File: src/rtl/aes_pkg.sv
// Shared AES definitions for the inverse-cipher datapath and its controller.
// Provides the block/byte types, the controller state encoding, the inverse
// S-box table and the GF(2^8) arithmetic helpers (reduction polynomial 0x11b).
package aes_pkg;

  localparam int unsigned NB     = 4;        // columns per state
  localparam int unsigned NBYTES = 4 * NB;   // bytes per block
  localparam int unsigned BLK_W  = 32 * NB;  // bits per block

  typedef logic [7:0]         byte_t;
  typedef logic [0:BLK_W-1]   blk_t;         // byte k = bits [8k:8k+7], column-major

  typedef enum logic [1:0] {
    IDLE  = 2'd0,
    ROUND = 2'd1,
    DONE  = 2'd2
  } fsm_e;

  localparam byte_t INV_SBOX [256] = '{
    8'h52, 8'h09, 8'h6a, 8'hd5, 8'h30, 8'h36, 8'ha5, 8'h38, 8'hbf, 8'h40, 8'ha3, 8'h9e, 8'h81, 8'hf3, 8'hd7, 8'hfb,
    8'h7c, 8'he3, 8'h39, 8'h82, 8'h9b, 8'h2f, 8'hff, 8'h87, 8'h34, 8'h8e, 8'h43, 8'h44, 8'hc4, 8'hde, 8'he9, 8'hcb,
    8'h54, 8'h7b, 8'h94, 8'h32, 8'ha6, 8'hc2, 8'h23, 8'h3d, 8'hee, 8'h4c, 8'h95, 8'h0b, 8'h42, 8'hfa, 8'hc3, 8'h4e,
    8'h08, 8'h2e, 8'ha1, 8'h66, 8'h28, 8'hd9, 8'h24, 8'hb2, 8'h76, 8'h5b, 8'ha2, 8'h49, 8'h6d, 8'h8b, 8'hd1, 8'h25,
    8'h72, 8'hf8, 8'hf6, 8'h64, 8'h86, 8'h68, 8'h98, 8'h16, 8'hd4, 8'ha4, 8'h5c, 8'hcc, 8'h5d, 8'h65, 8'hb6, 8'h92,
    8'h6c, 8'h70, 8'h48, 8'h50, 8'hfd, 8'hed, 8'hb9, 8'hda, 8'h5e, 8'h15, 8'h46, 8'h57, 8'ha7, 8'h8d, 8'h9d, 8'h84,
    8'h90, 8'hd8, 8'hab, 8'h00, 8'h8c, 8'hbc, 8'hd3, 8'h0a, 8'hf7, 8'he4, 8'h58, 8'h05, 8'hb8, 8'hb3, 8'h45, 8'h06,
    8'hd0, 8'h2c, 8'h1e, 8'h8f, 8'hca, 8'h3f, 8'h0f, 8'h02, 8'hc1, 8'haf, 8'hbd, 8'h03, 8'h01, 8'h13, 8'h8a, 8'h6b,
    8'h3a, 8'h91, 8'h11, 8'h41, 8'h4f, 8'h67, 8'hdc, 8'hea, 8'h97, 8'hf2, 8'hcf, 8'hce, 8'hf0, 8'hb4, 8'he6, 8'h73,
    8'h96, 8'hac, 8'h74, 8'h22, 8'he7, 8'had, 8'h35, 8'h85, 8'he2, 8'hf9, 8'h37, 8'he8, 8'h1c, 8'h75, 8'hdf, 8'h6e,
    8'h47, 8'hf1, 8'h1a, 8'h71, 8'h1d, 8'h29, 8'hc5, 8'h89, 8'h6f, 8'hb7, 8'h62, 8'h0e, 8'haa, 8'h18, 8'hbe, 8'h1b,
    8'hfc, 8'h56, 8'h3e, 8'h4b, 8'hc6, 8'hd2, 8'h79, 8'h20, 8'h9a, 8'hdb, 8'hc0, 8'hfe, 8'h78, 8'hcd, 8'h5a, 8'hf4,
    8'h1f, 8'hdd, 8'ha8, 8'h33, 8'h88, 8'h07, 8'hc7, 8'h31, 8'hb1, 8'h12, 8'h10, 8'h59, 8'h27, 8'h80, 8'hec, 8'h5f,
    8'h60, 8'h51, 8'h7f, 8'ha9, 8'h19, 8'hb5, 8'h4a, 8'h0d, 8'h2d, 8'he5, 8'h7a, 8'h9f, 8'h93, 8'hc9, 8'h9c, 8'hef,
    8'ha0, 8'he0, 8'h3b, 8'h4d, 8'hae, 8'h2a, 8'hf5, 8'hb0, 8'hc8, 8'heb, 8'hbb, 8'h3c, 8'h83, 8'h53, 8'h99, 8'h61,
    8'h17, 8'h2b, 8'h04, 8'h7e, 8'hba, 8'h77, 8'hd6, 8'h26, 8'he1, 8'h69, 8'h14, 8'h63, 8'h55, 8'h21, 8'h0c, 8'h7d
  };

  // Inverse S-box lookup.
  function automatic byte_t inv_sbox(input byte_t b);
    return INV_SBOX[b];
  endfunction

  // Multiply by x in GF(2^8), reducing by 0x11b.
  function automatic byte_t xtime(input byte_t b);
    return {b[6:0], 1'b0} ^ (b[7] ? 8'h1b : 8'h00);
  endfunction

  // General GF(2^8) multiply; folds to a small XOR network for constant a.
  function automatic byte_t gmul(input byte_t a, input byte_t b);
    byte_t p;
    byte_t x;
    p = 8'h00;
    x = a;
    for (int i = 0; i < 8; i++) begin
      if (b[i]) p = p ^ x;
      x = xtime(x);
    end
    return p;
  endfunction

endpackage

File: src/rtl/aes_inv_round.sv
// Combinational single AES inverse round:
//   InvShiftRows -> InvSubBytes -> AddRoundKey -> InvMixColumns (unless skip_mix).
// Ports:
//   state    current 128-bit state, column-major bytes
//   rkey     round key applied in this round
//   skip_mix high for the final round (no InvMixColumns)
//   next_c   resulting state (combinational)
module aes_inv_round
  import aes_pkg::*;
(
  input  logic [0:BLK_W-1] state,
  input  logic [0:BLK_W-1] rkey,
  input  logic             skip_mix,
  output logic [0:BLK_W-1] next_c
);

  byte_t ark [NBYTES];

  // Shift/substitute/key-add: new[r][c] takes old[r][(c - r) mod 4].
  always_comb begin : p_sub_key
    for (int k = 0; k < int'(NBYTES); k++) begin
      ark[k] = 8'h00;
    end
    for (int k = 0; k < int'(NBYTES); k++) begin
      automatic int row = k % 4;
      automatic int col = k / 4;
      automatic int src = 4 * ((col + 4 - row) % 4) + row;
      ark[k] = inv_sbox(state[8*src +: 8]) ^ rkey[8*k +: 8];
    end
  end

  // Column mix with coefficients {0e,0b,0d,09}, bypassed on the final round.
  always_comb begin : p_mix
    next_c = '0;
    for (int c = 0; c < int'(NB); c++) begin
      automatic byte_t a0 = ark[4*c];
      automatic byte_t a1 = ark[4*c+1];
      automatic byte_t a2 = ark[4*c+2];
      automatic byte_t a3 = ark[4*c+3];
      if (skip_mix) begin
        next_c[32*c +: 32] = {a0, a1, a2, a3};
      end else begin
        next_c[32*c    +: 8] = gmul(8'h0e, a0) ^ gmul(8'h0b, a1) ^ gmul(8'h0d, a2) ^ gmul(8'h09, a3);
        next_c[32*c+8  +: 8] = gmul(8'h09, a0) ^ gmul(8'h0e, a1) ^ gmul(8'h0b, a2) ^ gmul(8'h0d, a3);
        next_c[32*c+16 +: 8] = gmul(8'h0d, a0) ^ gmul(8'h09, a1) ^ gmul(8'h0e, a2) ^ gmul(8'h0b, a3);
        next_c[32*c+24 +: 8] = gmul(8'h0b, a0) ^ gmul(8'h0d, a1) ^ gmul(8'h09, a2) ^ gmul(8'h0e, a3);
      end
    end
  end

endmodule

File: src/rtl/aes_dec_iter_ctrl.sv
// Iterative AES inverse cipher: one inverse round per clock over a shared
// round datapath, framed by valid/ready handshakes on both sides.
// One block in flight; a block occupies the engine for nr+2 cycles.
// Ports:
//   clk, rst_n          clock (rising edge), async active-low reset
//   in_valid/in_ready   ciphertext handshake (in_ready high only in IDLE)
//   in_data             ciphertext, byte k = in_data[8k:8k+7]
//   key_d               expanded key schedule, round key r = key_d[128r +: 128]
//   out_valid/out_ready plaintext handshake
//   out_data            plaintext, held while out_valid && !out_ready
//   busy                high while a block is in ROUND or DONE
module aes_dec_iter_ctrl
  import aes_pkg::*;
#(
  parameter int unsigned nk = 4,
  parameter int unsigned nr = 10
) (
  input  logic                    clk,
  input  logic                    rst_n,
  input  logic                    in_valid,
  output logic                    in_ready,
  input  logic [0:127]            in_data,
  input  logic [0:128*(nr+1)-1]   key_d,
  output logic                    out_valid,
  input  logic                    out_ready,
  output logic [0:127]            out_data,
  output logic                    busy
);

  localparam int unsigned RC_W = $clog2(nr + 1);

  generate
    if (nr != nk + 6) begin : g_bad_cfg
      $error("aes_dec_iter_ctrl: nr must equal nk+6");
    end
  endgenerate

  fsm_e             st;
  logic [RC_W-1:0]  rc;
  blk_t             state_q;
  blk_t             rk_last;
  blk_t             rk_cur;
  blk_t             rnd_c;
  logic             last_c;

  // Key schedule is consumed unregistered; the caller holds it for the block.
  assign rk_last = key_d[BLK_W*nr +: BLK_W];
  assign rk_cur  = key_d[BLK_W*32'(rc) +: BLK_W];
  assign last_c  = (rc == '0);

  aes_inv_round u_round (
    .state    (state_q),
    .rkey     (rk_cur),
    .skip_mix (last_c),
    .next_c   (rnd_c)
  );

  // Controller: sequencing, round counter and registered handshake outputs.
  always_ff @(posedge clk or negedge rst_n) begin
    if (!rst_n) begin
      st        <= IDLE;
      rc        <= '0;
      state_q   <= '0;
      out_valid <= 1'b0;
      out_data  <= '0;
      busy      <= 1'b0;
      in_ready  <= 1'b1;
    end else begin
      case (st)
        IDLE: begin
          if (in_valid) begin
            state_q  <= in_data ^ rk_last;
            rc       <= RC_W'(nr - 1);
            st       <= ROUND;
            in_ready <= 1'b0;
            busy     <= 1'b1;
          end
        end
        ROUND: begin
          state_q <= rnd_c;
          if (!last_c) begin
            rc <= rc - RC_W'(1);
          end else begin
            st        <= DONE;
            out_valid <= 1'b1;
            out_data  <= rnd_c;
          end
        end
        DONE: begin
          // in_ready rises only after the handshake edge, so no same-cycle reload.
          if (out_ready) begin
            out_valid <= 1'b0;
            st        <= IDLE;
            busy      <= 1'b0;
            in_ready  <= 1'b1;
          end
        end
        default: begin
          st <= IDLE;
        end
      endcase
    end
  end

endmodule

File: config.mk
export PLATFORM = sky130hd
export DESIGN_NAME = aes_dec_iter_ctrl
export DESIGN_NICKNAME = d
export VERILOG_FILES = /design/src/rtl/aes_pkg.sv /design/src/rtl/aes_inv_round.sv /design/src/rtl/aes_dec_iter_ctrl.sv
export SDC_FILE = /design/constraint.sdc
export NUM_CORES = 2
export LEC_CHECK = 0
export ABC_CLOCK_PERIOD_IN_PS = 6800
export CORE_AREA = 2 2 651 653
export DETAILED_ROUTE_END_ITERATION = 10
export DIE_AREA = 0 0 653 655
export PLACE_DENSITY_LB_ADDON = 0.15
export RECOVER_POWER = 25
export SLEW_MARGIN = 20
export SYNTH_ARGS = -nofsm -noshare
export SYNTH_HDL_FRONTEND = slang
export SYNTH_HIERARCHICAL = 1
export SYNTH_SLANG_ARGS = --single-unit
File: constraint.sdc
create_clock -name clk -period 6.8 [get_ports clk]
set_input_delay 1.36 -clock clk [delete_from_list [all_inputs] [get_ports clk]]
set_output_delay 1.36 -clock clk [all_outputs]
set_load 0.02 [all_outputs]
==> results.json <==
{
  "status": "complete, but fails checks",
  "violations": "max-capacitance violations, max-slew violations",
  "final_common_cell": "clkdlybuf4s50_1",
  "wirelength_um": 706000,
  "num_vias": 110900,
  "dp_hpwl_um": 557100,
  "clk_pin_slew_ns": 0.06,
  "grt_overflow": 0,
  "grt.total_usage": 0.3120,
  "netlist_area_mm2": 0.09119,
  "root_buffer": "clkbuf_16",
  "grt_pass1_vias": 104800,
  "cts_hold_buf": 0,
  "grt_most_used_layer": "met2",
  "viasPerCell": 6.001,
  "wire_per_inst_um": 38.19,
  "synth_edf_count": 0,
  "clock_path_buffers": 3,
  "grt_max_degree": 132,
  "cts_resized": 0,
  "cts_setup_buffers": 0,
  "start_util": 0.2163,
  "cp-start-kind": "flip-flop",
  "cts_sinks": 265,
  "use_met1": 0.3923,
  "h-tree-depth": 2,
  "r2r_cells": 15,
  "slew_viol_final": 107,
  "antenna_found_initial": 112,
  "hold_class": "flip-flop to flip-flop",
  "ys_seq_area_frac": 0.07274,
  "drc": 0,
  "hold_viol": 0,
  "worstPathRequired_ns": 7.42,
  "synth_warnings": 6,
  "dieArea_mm2": 0.4277,
  "async_reset_ff_frac": 1.000,
  "setup-violations-final": 0,
  "cp_max_fo": 12,
  "coreArea_mm2": 0.4216,
  "syn-mean-instance-area_um2": 7.864,
  "grt_use_met3": 0.05288,
  "worstSkewPairLatency_ns": 0.77,
  "synthCells": 11600,
  "arrival_ns": 6.90,
  "die_x_um": 653,
  "maxCapViolCount": 3,
  "grt_pass1_wl_um": 942600,
  "cts_tree": "built",
  "final_antenna_net_count": 0,
  "io_buffers": 1670,
  "slew_headroom": -1.411,
  "drtPass1Iterations": 6,
  "path_class": "flip-flop to flip-flop",
  "drive_gt1_frac": 0.1424,
  "syn2layout_area_growth_pct": 27.87,
  "worst_slew_pin_slew_ns": 3.616,
  "fin_setup_tns_ns": 0,
  "period_needed_ns": 6.282,
  "fmax_ghz": 0.1592,
  "ys_seq_elements": 265,
  "layout.nets": 14500,
  "cts_buffers": 48,
  "whs_path_depth": 1,
  "place_congestion": 1.038,
  "die_h_um": 655,
  "top_level_ports": 1671,
  "yosys_most_used_dff": "dfrtp_1",
  "synth_cell_types": 129,
  "rsz0062_at_grt": "false",
  "synth_nets": 13430,
  "drt_iter0_drc": 15980,
  "timing.final.crit_share": 0.9238,
  "row_count": 239,
  "cp-end-kind": "flip-flop",
  "finClkSkew_ns": 0.09308,
  "grtUsageMet2": 0.4904,
  "most-common-layout-cells": "1668 x clkdlybuf4s50_1, 994 x nand2_1, 665 x nor2_1, 637 x a21oi_1, 631 x buf_4"
}
[worst paths after layout]
kind	startpoint	to	slack (ns)
worst max-delay path	state_q[105]	state_q[52]	0.52
worst min-delay path	out_data[32]	out_data[32]	0.51
worst max register to register	state_q[105]	state_q[52]	0.52
worst min register to register	out_data[32]	out_data[32]	0.51
max in group asynchronous	rst_n	state_q[74]	0.97
min in group asynchronous	rst_n	out_data[14]	1.80
[logic make-up (layout without fill, tap and decap cells)]
family | count (synthesis) | in the layout | synth area share
xor+xnor | 974 | 974 | 0.1267
simple gates | 3684 | 3684 | 0.2055
fa+ha+maj | 293 | 293 | 0.04015
other cells | 0 | 234 | 0
flops | 265 | 265 | 0.07274
mux | 938 | 938 | 0.1622
buf+inv | 1533 | 2646 | 0.07862
compound gates | 3909 | 3909 | 0.3141
[state kept, by name, indices dropped and copies added (netlist names)]
name / cells
rc: 4
state_q: 128
out_valid: 1
out_data: 128
busy: 1
in_ready: 1
st: 2
[per-stage QoR]
step           area (um^2)  hold slack, ns  utilization  instances  worst slack [ns]
4_1_cts             116000          0.4591       0.2752      18250            0.5989
2_1_floorplan        91190          0.4733            -      11600             1.630
5_1_grt             116500          0.5195       0.2763      18450            0.2754
6_report            116600          0.5052       0.2766      18490            0.5182
3_3_place_gp        114400          0.4889       0.2714      18160            0.5481
3_5_place_dp        114400          0.4936       0.2714      18160            0.5788
[final cells by class]
type / instances / area, um^2
fillers: 46160 / 305000
flip-flops and latches: 265 / 6768
well taps: 5543 / 6935
clock buffers: 69 / 1400
multi-input cells: 9798 / 77450
clock inverters: 20 / 211.5
repair buffers: 2354 / 22480
diodes: 234 / 585.6
inverters: 203 / 777.0
[critical path: stages (launching register included)]
cell	delay, ns
dfrtp_1	0.56
inv_1	0.29
ha_1	0.57
buf_4	0.27
or2_2	0.32
a21oi_1	0.22
a21boi_0	0.37
o211ai_1	0.18
a32o_1	0.47
xor2_1	0.81
xnor2_1	0.39
xnor2_2	0.41
xor2_1	0.29
xnor3_1	0.45
mux2i_1	0.31
a221o_1	0.22
[cell usage after synthesis (168+ instances only)]
cell type,number,share of area
a211oi_1,218,0.018
a21oi_1,637,0.035
a22oi_1,169,0.014
a311oi_1,178,0.017
a31oi_1,198,0.014
buf_2,476,0.026
clkbuf_1,606,0.025
dfrtp_1,264,0.072
ha_1,291,0.040
mux2_2,238,0.029
mux2i_1,230,0.025
mux4_2,366,0.090
nand2_1,994,0.041
nand2b_1,408,0.028
nand3_1,245,0.013
nor2_1,667,0.027
nor2b_1,341,0.023
nor3_1,282,0.015
o211ai_1,320,0.026
o21ai_0,501,0.027
xnor2_1,557,0.053
xor2_1,168,0.016
[routing by layer]
layer / up-vias / part of all wire
met5: - / 0.00028
met4: 30 / 0.081
met3: 1225 / 0.081
met2: 7044 / 0.44
met1: 55660 / 0.39
li1: 46980 / -
Power is left out: the tool's default activity adds up to more than one toggle a clock period on the data nets, which glitch-free logic cannot reach.
